<file path="config.mk">
export PLATFORM = sky130hd
export DESIGN_NAME = countdown_timer
export DESIGN_NICKNAME = d
export VERILOG_FILES = /design/src/rtl/countdown_timer_pkg.sv /design/src/rtl/countdown_timer_lim_dec.sv /design/src/rtl/countdown_timer.sv
export SDC_FILE = /design/constraint.sdc
export NUM_CORES = 1
export LEC_CHECK = 0
export ABC_AREA = 1
export CAP_MARGIN = 10
export CORE_ASPECT_RATIO = 1.2
export CORE_MARGIN = 1.5
export CORE_UTILIZATION = 40
export CTS_BUF_LIST = sky130_fd_sc_hd__clkbuf_8
export CTS_CLUSTER_SIZE = 14
export DETAILED_ROUTE_END_ITERATION = 10
export GPL_ROUTABILITY_DRIVEN = 0
export SYNTH_ARGS = -nofsm -noshare
export SYNTH_HDL_FRONTEND = slang
export SYNTH_SLANG_ARGS = --single-unit
export TNS_END_PERCENT = 50
</file>
<file path="constraint.sdc">
create_clock -name clk -period 1.9 [get_ports clk]
set_clock_uncertainty 0.1 [all_clocks]
set_input_delay 0.57 -clock clk [delete_from_list [all_inputs] [get_ports clk]]
set_output_delay 0.57 -clock clk [all_outputs]
set_load 0.1 [all_outputs]
</file>
<file path="src/rtl/countdown_timer_pkg.sv">
// Shared widths, digit limits, state encodings and BCD helpers for the countdown timer.
package countdown_timer_pkg;

    localparam int unsigned DIG_W      = 4;
    localparam int unsigned N_DIG      = 4;
    localparam int unsigned TIME_W     = DIG_W * N_DIG;
    localparam int unsigned DIG_L_ONES = 10;
    localparam int unsigned DIG_L_TENS = 6;

    localparam logic [1:0] ST_IDLE  = 2'd0;
    localparam logic [1:0] ST_RUN   = 2'd1;
    localparam logic [1:0] ST_PAUSE = 2'd2;
    localparam logic [1:0] ST_DONE  = 2'd3;

    // MM:SS packed the same way as load_val / digits
    typedef struct packed {
        logic [DIG_W-1:0] m_tens;
        logic [DIG_W-1:0] m_ones;
        logic [DIG_W-1:0] s_tens;
        logic [DIG_W-1:0] s_ones;
    } bcd_time_t;

    // Saturate one digit to lim-1 when it is out of range
    function automatic logic [DIG_W-1:0] clamp_digit(input logic [DIG_W-1:0] a,
                                                     input logic [DIG_W-1:0] lim);
        return (a >= lim) ? (lim - DIG_W'(1)) : a;
    endfunction

    // Clamp every digit of a preset to its legal range
    function automatic bcd_time_t clamp_time(input bcd_time_t t);
        bcd_time_t r;
        r.m_tens = clamp_digit(t.m_tens, DIG_W'(DIG_L_TENS));
        r.m_ones = clamp_digit(t.m_ones, DIG_W'(DIG_L_ONES));
        r.s_tens = clamp_digit(t.s_tens, DIG_W'(DIG_L_TENS));
        r.s_ones = clamp_digit(t.s_ones, DIG_W'(DIG_L_ONES));
        return r;
    endfunction

endpackage

</file>
<file path="src/rtl/countdown_timer_lim_dec.sv">
// Combinational saturating BCD digit decrement with borrow in/out.
module countdown_timer_lim_dec
    import countdown_timer_pkg::*;
#(
    parameter int unsigned L = 10
) (
    input  logic [DIG_W-1:0] a,
    input  logic             bi,
    output logic [DIG_W-1:0] diff,
    output logic             bo
);

    localparam logic [DIG_W-1:0] L_LIM = DIG_W'(L);
    localparam logic [DIG_W-1:0] L_TOP = DIG_W'(L - 1);

    // Borrow-driven decrement; out-of-range digits saturate without borrowing
    always_comb begin
        diff = a;
        bo   = 1'b0;
        if (bi) begin
            if (a >= L_LIM) begin
                diff = L_TOP;
            end else if (a == '0) begin
                diff = L_TOP;
                bo   = 1'b1;
            end else begin
                diff = a - DIG_W'(1);
            end
        end
    end

endmodule

</file>
<file path="src/rtl/countdown_timer.sv">
// MM:SS BCD countdown timer: load a preset, count down once per tick, stop at 00:00 and pulse done.
module countdown_timer
    import countdown_timer_pkg::*;
#(
    parameter int unsigned TICK_DIV = 100_000_000
) (
    input  logic              clk,
    input  logic              reset,
    input  logic              clear,
    input  logic              load,
    input  logic [TIME_W-1:0] load_val,
    input  logic              start_stop,
    output logic [TIME_W-1:0] digits,
    output logic              running,
    output logic              done
);

    localparam int unsigned CNT_W = (TICK_DIV > 1) ? $clog2(TICK_DIV) : 1;
    localparam logic [CNT_W-1:0] TICK_LAST = CNT_W'(TICK_DIV - 1);

    logic [1:0]       state_q, state_d;
    bcd_time_t        count_q, count_d;
    logic [CNT_W-1:0] tick_cnt_q, tick_cnt_d;
    logic             done_q, done_d;
    logic             running_q, running_d;

    bcd_time_t        dec;
    logic             b_s_ones, b_s_tens, b_m_ones, b_m_tens;
    logic             tick;
    logic             is_last;

    // Borrow chain: seconds ones always borrows, each digit feeds the next
    countdown_timer_lim_dec #(.L(DIG_L_ONES)) u_s_ones (
        .a(count_q.s_ones), .bi(1'b1),     .diff(dec.s_ones), .bo(b_s_ones)
    );
    countdown_timer_lim_dec #(.L(DIG_L_TENS)) u_s_tens (
        .a(count_q.s_tens), .bi(b_s_ones), .diff(dec.s_tens), .bo(b_s_tens)
    );
    countdown_timer_lim_dec #(.L(DIG_L_ONES)) u_m_ones (
        .a(count_q.m_ones), .bi(b_s_tens), .diff(dec.m_ones), .bo(b_m_ones)
    );
    countdown_timer_lim_dec #(.L(DIG_L_TENS)) u_m_tens (
        .a(count_q.m_tens), .bi(b_m_ones), .diff(dec.m_tens), .bo(b_m_tens)
    );

    assign tick    = (state_q == ST_RUN) && (tick_cnt_q == TICK_LAST);
    assign is_last = (count_q == TIME_W'(16'h0001));

    // Next-state and next-output logic; priority clear > load > start_stop > tick
    always_comb begin
        state_d    = state_q;
        count_d    = count_q;
        tick_cnt_d = tick_cnt_q;
        done_d     = 1'b0;
        if (clear) begin
            count_d    = '0;
            state_d    = ST_IDLE;
            tick_cnt_d = '0;
        end else if (load) begin
            count_d    = clamp_time(bcd_time_t'(load_val));
            state_d    = ST_IDLE;
            tick_cnt_d = '0;
        end else if (start_stop) begin
            case (state_q)
                ST_IDLE: begin
                    if (count_q != '0) begin
                        state_d    = ST_RUN;
                        tick_cnt_d = '0;
                    end
                end
                ST_RUN:   state_d = ST_PAUSE;
                ST_PAUSE: begin
                    state_d    = ST_RUN;
                    tick_cnt_d = '0;
                end
                default:  state_d = state_q;
            endcase
        end else if (state_q == ST_RUN) begin
            if (tick) begin
                tick_cnt_d = '0;
                // A borrow out of the top digit means 00:00, which is a hold point
                if (!b_m_tens) begin
                    count_d = dec;
                end
                if (is_last) begin
                    state_d = ST_DONE;
                    done_d  = 1'b1;
                end
            end else begin
                tick_cnt_d = tick_cnt_q + CNT_W'(1);
            end
        end
        running_d = (state_d == ST_RUN);
    end

    // State and output registers
    always_ff @(posedge clk or posedge reset) begin
        if (reset) begin
            state_q    <= ST_IDLE;
            count_q    <= '0;
            tick_cnt_q <= '0;
            done_q     <= 1'b0;
            running_q  <= 1'b0;
        end else begin
            state_q    <= state_d;
            count_q    <= count_d;
            tick_cnt_q <= tick_cnt_d;
            done_q     <= done_d;
            running_q  <= running_d;
        end
    end

    assign digits  = count_q;
    assign running = running_q;
    assign done    = done_q;

endmodule

</file>
==> parameters.txt <==
Parameter                              Value

Drt
  First-pass iteration count of the detailed router    4
  Antenna Violating Nets Remaining    0
  Total via count after detailed routing    3,559
  Total detailed-routing wirelength    ~9400 um
  Count of routing violations after the opening detailed-route iteration    about 150
  Average via count per standard cell    5.06
  Number of remaining DRC errors    0
  Routed length per placed instance    13.4 um

Layout
  Fraction of layout cells with a size suffix above 1    0.303
  Net count, final    635
  Final standard cell utilization of the core    0.609
  Area added between synthesis and finish    48.8%
  Final antenna diode count    0
  Most frequent standard cell in the layout excluding fill and tap cells    sky130_fd_sc_hd__nand2_1
  Final cell count without fillers    703
  Most frequent cells in the layout    sky130_fd_sc_hd__nand2_1 (126), sky130_fd_sc_hd__buf_4 (66), sky130_fd_sc_hd__inv_1 (59)

Power
  Internal Power    roughly 2.0 mW
  Power density cells    669 nW/um^2
  Proportion of power drawn by combinational gates    0.459
  Max VDD drop    just under 0.4 mV
  Flop pwr share    0.339
  Switching component of the power    1.32 mW
  Leakage power summed over all cells    2.20 nW
  Share of total power consumed by net switching    0.401
  Share of power burned in the clock network    0.202

STA
  Max frequency    528 MHz
  Final count of negative-setup-slack endpoints    0
  Post-route setup TNS    0 ns
  Measured slew at the worst slew-check pin    0.359 ns
  Relative slew margins    0.761
  Final cycle utilization of the critical path    0.997
  Fin. Hold Viols    0
  RSZ-0062 raised after global routing    true
  Minimum period implied by the final worst setup slack    ~1.9 ns
  Max-slew violation count    0
  Worst hold slack    0.457 ns

Worst setup path
  R2R Setup Slk    0.007 ns
  Highest-delay cell along the critical path    sky130_fd_sc_hd__dfrtp_4
  Endpoint required time on the critical path    2.01 ns
  Worst-path fanout max    5
  Worst Path Buf+Inv    3
  Worst path cell trace    inv_4, ha_4, nand3_4, nor2_4, nand3_2, nand2_4, nand2_2, buf_4, nand3_1, nand2_1, nand2_1, inv_1
  Maximum cell stage delay along the critical path    0.50 ns
  R2R Path Start    digits[13]
  Cell with the most instances on the worst path    sky130_fd_sc_hd__nand2_1
  Setup CP Type    flop to flop
  Source of the critical timing path    digits[13]
  Top Family by Delay on Critical Path    simple AND/OR/NAND/NOR gates
  Worst Setup End Kind    flop
  Endpoint arrival time on the critical path    about 2 ns
  Startpoint type of the worst setup path    flop

Global routing
  Initial antenna violation count    0
  Wire length of the first global-routing pass    around 16,000 um
  Largest net degree at the start of global routing    48
  Global-route usage over all layers    0.226
  Remaining global-route overflow    0
  Via count of the first global-routing pass    3,587

Worst hold path
  Hold path startpoint    state_q[1]
  Worst hold path type    flop to flop

Synth
  Ranking of synthesized cells by area    sky130_fd_sc_hd__dfrtp_1 (36%), sky130_fd_sc_hd__nand2_1 (16%), sky130_fd_sc_hd__inv_1 (7.7%), sky130_fd_sc_hd__nor2_1 (7.1%), sky130_fd_sc_hd__nand3_1 (6.5%)
  Cell area after synthesis    3300 um^2
  Share of Yosys cell area claimed by the top area cell type    0.356
  Number of distinct standard cells referenced by the synthesized netlist    33
  Net Count, Synth    525
  Total number of yosys warnings    0
  Post-Synthesis Mean Instance Area    6.64 um^2
  Number of standard cells after synthesis    497
  Number of synthesized register bits    between 40 and 50
  Seq/Total Area, Yosys    0.356
  Post-synthesis cell type with the largest combined area    sky130_fd_sc_hd__dfrtp_1

Flow run
  Reported max-cap violation count    0

Die
  FP Rows    36
  Horizontal extent of the die    85.9 um
  Starting density of the core    0.409
  Die boundary height    102 um
  Area inside the core boundary    8060 um^2
  DIE AREA    8800 um^2
  Boundary Pins    39

Outcome
  Run status    complete, no violations

CTS
  Number of hold buffers added after CTS    0
  Clock buffers created by TritonCTS    5
  Clk Tree Root Cell    sky130_fd_sc_hd__clkbuf_8
  CTS tree    done
  Clock latency on the worst-skew pair    0.31 ns
  Largest buffer count on any clock path    2
  Clk sinks    47
  Maximum level of the CTS H-tree    2
  Clock transition at the register clock pins on the worst setup and hold paths after CTS    0.09 ns

Placement
  Number of buffers added on ports    38
  Total half-perimeter wirelength after legalization and detailed placement    6990 um
  Cells after DPL    about 690
cell usage after synthesis (all sizes together):
| master | n |
|---|---|
| nor3 | 11 |
| a21boi | 1 |
| a31oi | 1 |
| inv | 69 |
| o22ai | 2 |
| nand3b | 3 |
| o21ai | 34 |
| ha | 7 |
| xor2 | 1 |
| buf | 10 |
| or2 | 1 |
| nand4 | 14 |
| a21oi | 28 |
| o211ai | 1 |
| and2 | 1 |
| xnor2 | 2 |
| a211oi | 1 |
| nand2 | 146 |
| nor3b | 3 |
| dfrtp | 47 |
| nor2 | 70 |
| nand3 | 43 |
| o31ai | 1 |
power groups by stage:
stage               Sequential [mW]  Combinational, mW  Clock [mW]
detailed placement             1.13               1.40           0
CTS                            1.11               1.45       0.690
global route                   1.12               1.63       0.740
finish                         1.11               1.51       0.663
global placement               1.13               1.38           0
floorplan                      1.54              0.427           0
area by class of cell:
class	count	area, um^2
Tap cell	95	119
Inverter	69	278
Timing Repair Buffer	112	1150
Clock buffer	6	82.6
Multi-Input combinational cell	372	2050
Clock inverter	2	16.3
Sequential cell	47	1210
Fill cell	725	3150
flip-flops by register name, summed over array words and instances, names as in the netlist:
signal and count:
state_q 2, done 1, running 1, tick_cnt_q 27, digits 16
metrics by stage:
step                power, mW  instance area [um^2]  setup WS, ns
floorplan                1.97                  3400       -0.0465
global placement         2.51                  4510        -0.436
global route             3.49                  4910       -0.0959
finish                   3.29                  4910       0.00661
detailed placement       2.53                  4510        -0.481
CTS                      3.25                  4680       0.00132
worst reg2reg max path, delay by kind of cell (launching register included):
family | cells | cell delay [ns]
flip-flops | 1 | 0.50
adder cells (fa/ha/maj) | 1 | 0.14
AND/OR/NAND/NOR | 8 | 0.77
buffers and inverters | 3 | 0.29
cells by family after synthesis:
family,after synthesis,synth area share
and+or+nand+nor,292,0.395
adders and majority gates,7,0.0265
AOI/OAI and AO/OA,69,0.110
DFF,47,0.356
xor gates and xnor gates,3,0.00797
buffers and inverters,79,0.104
timing repair:
| item | 4_1_cts | 5_1_grt |
|---|---|---|
| setup buffers | 3 | 4 |
| setup endpoints to repair | 35 | 44 |
| cloned | 1 | 1 |
| gates resized for setup | 15 | 53 |
| pin swaps | 5 | 14 |
path summary, 6_finish.rpt:
| kind | cells after the start | end |
|---|---|---|
| worst min-delay path | 2 | state_q[1] |
| worst max register to register | 12 | tick_cnt_q[25] |
| worst min register to register | 2 | state_q[1] |
| worst max-delay path | 12 | tick_cnt_q[25] |
| min in group asynchronous | 3 | digits[5] |
| max in group asynchronous | 3 | digits[9] |
metal layers:
layer	vias up	routed length, um	global-route usage
met5	-	0	0
met3	9	359	0.0360
met2	76	5050	0.438
li1	1817	-	-
met4	0	93	0.0596
met1	1657	3920	0.256
No activity file was read; power rests on OpenSTA's default activity.
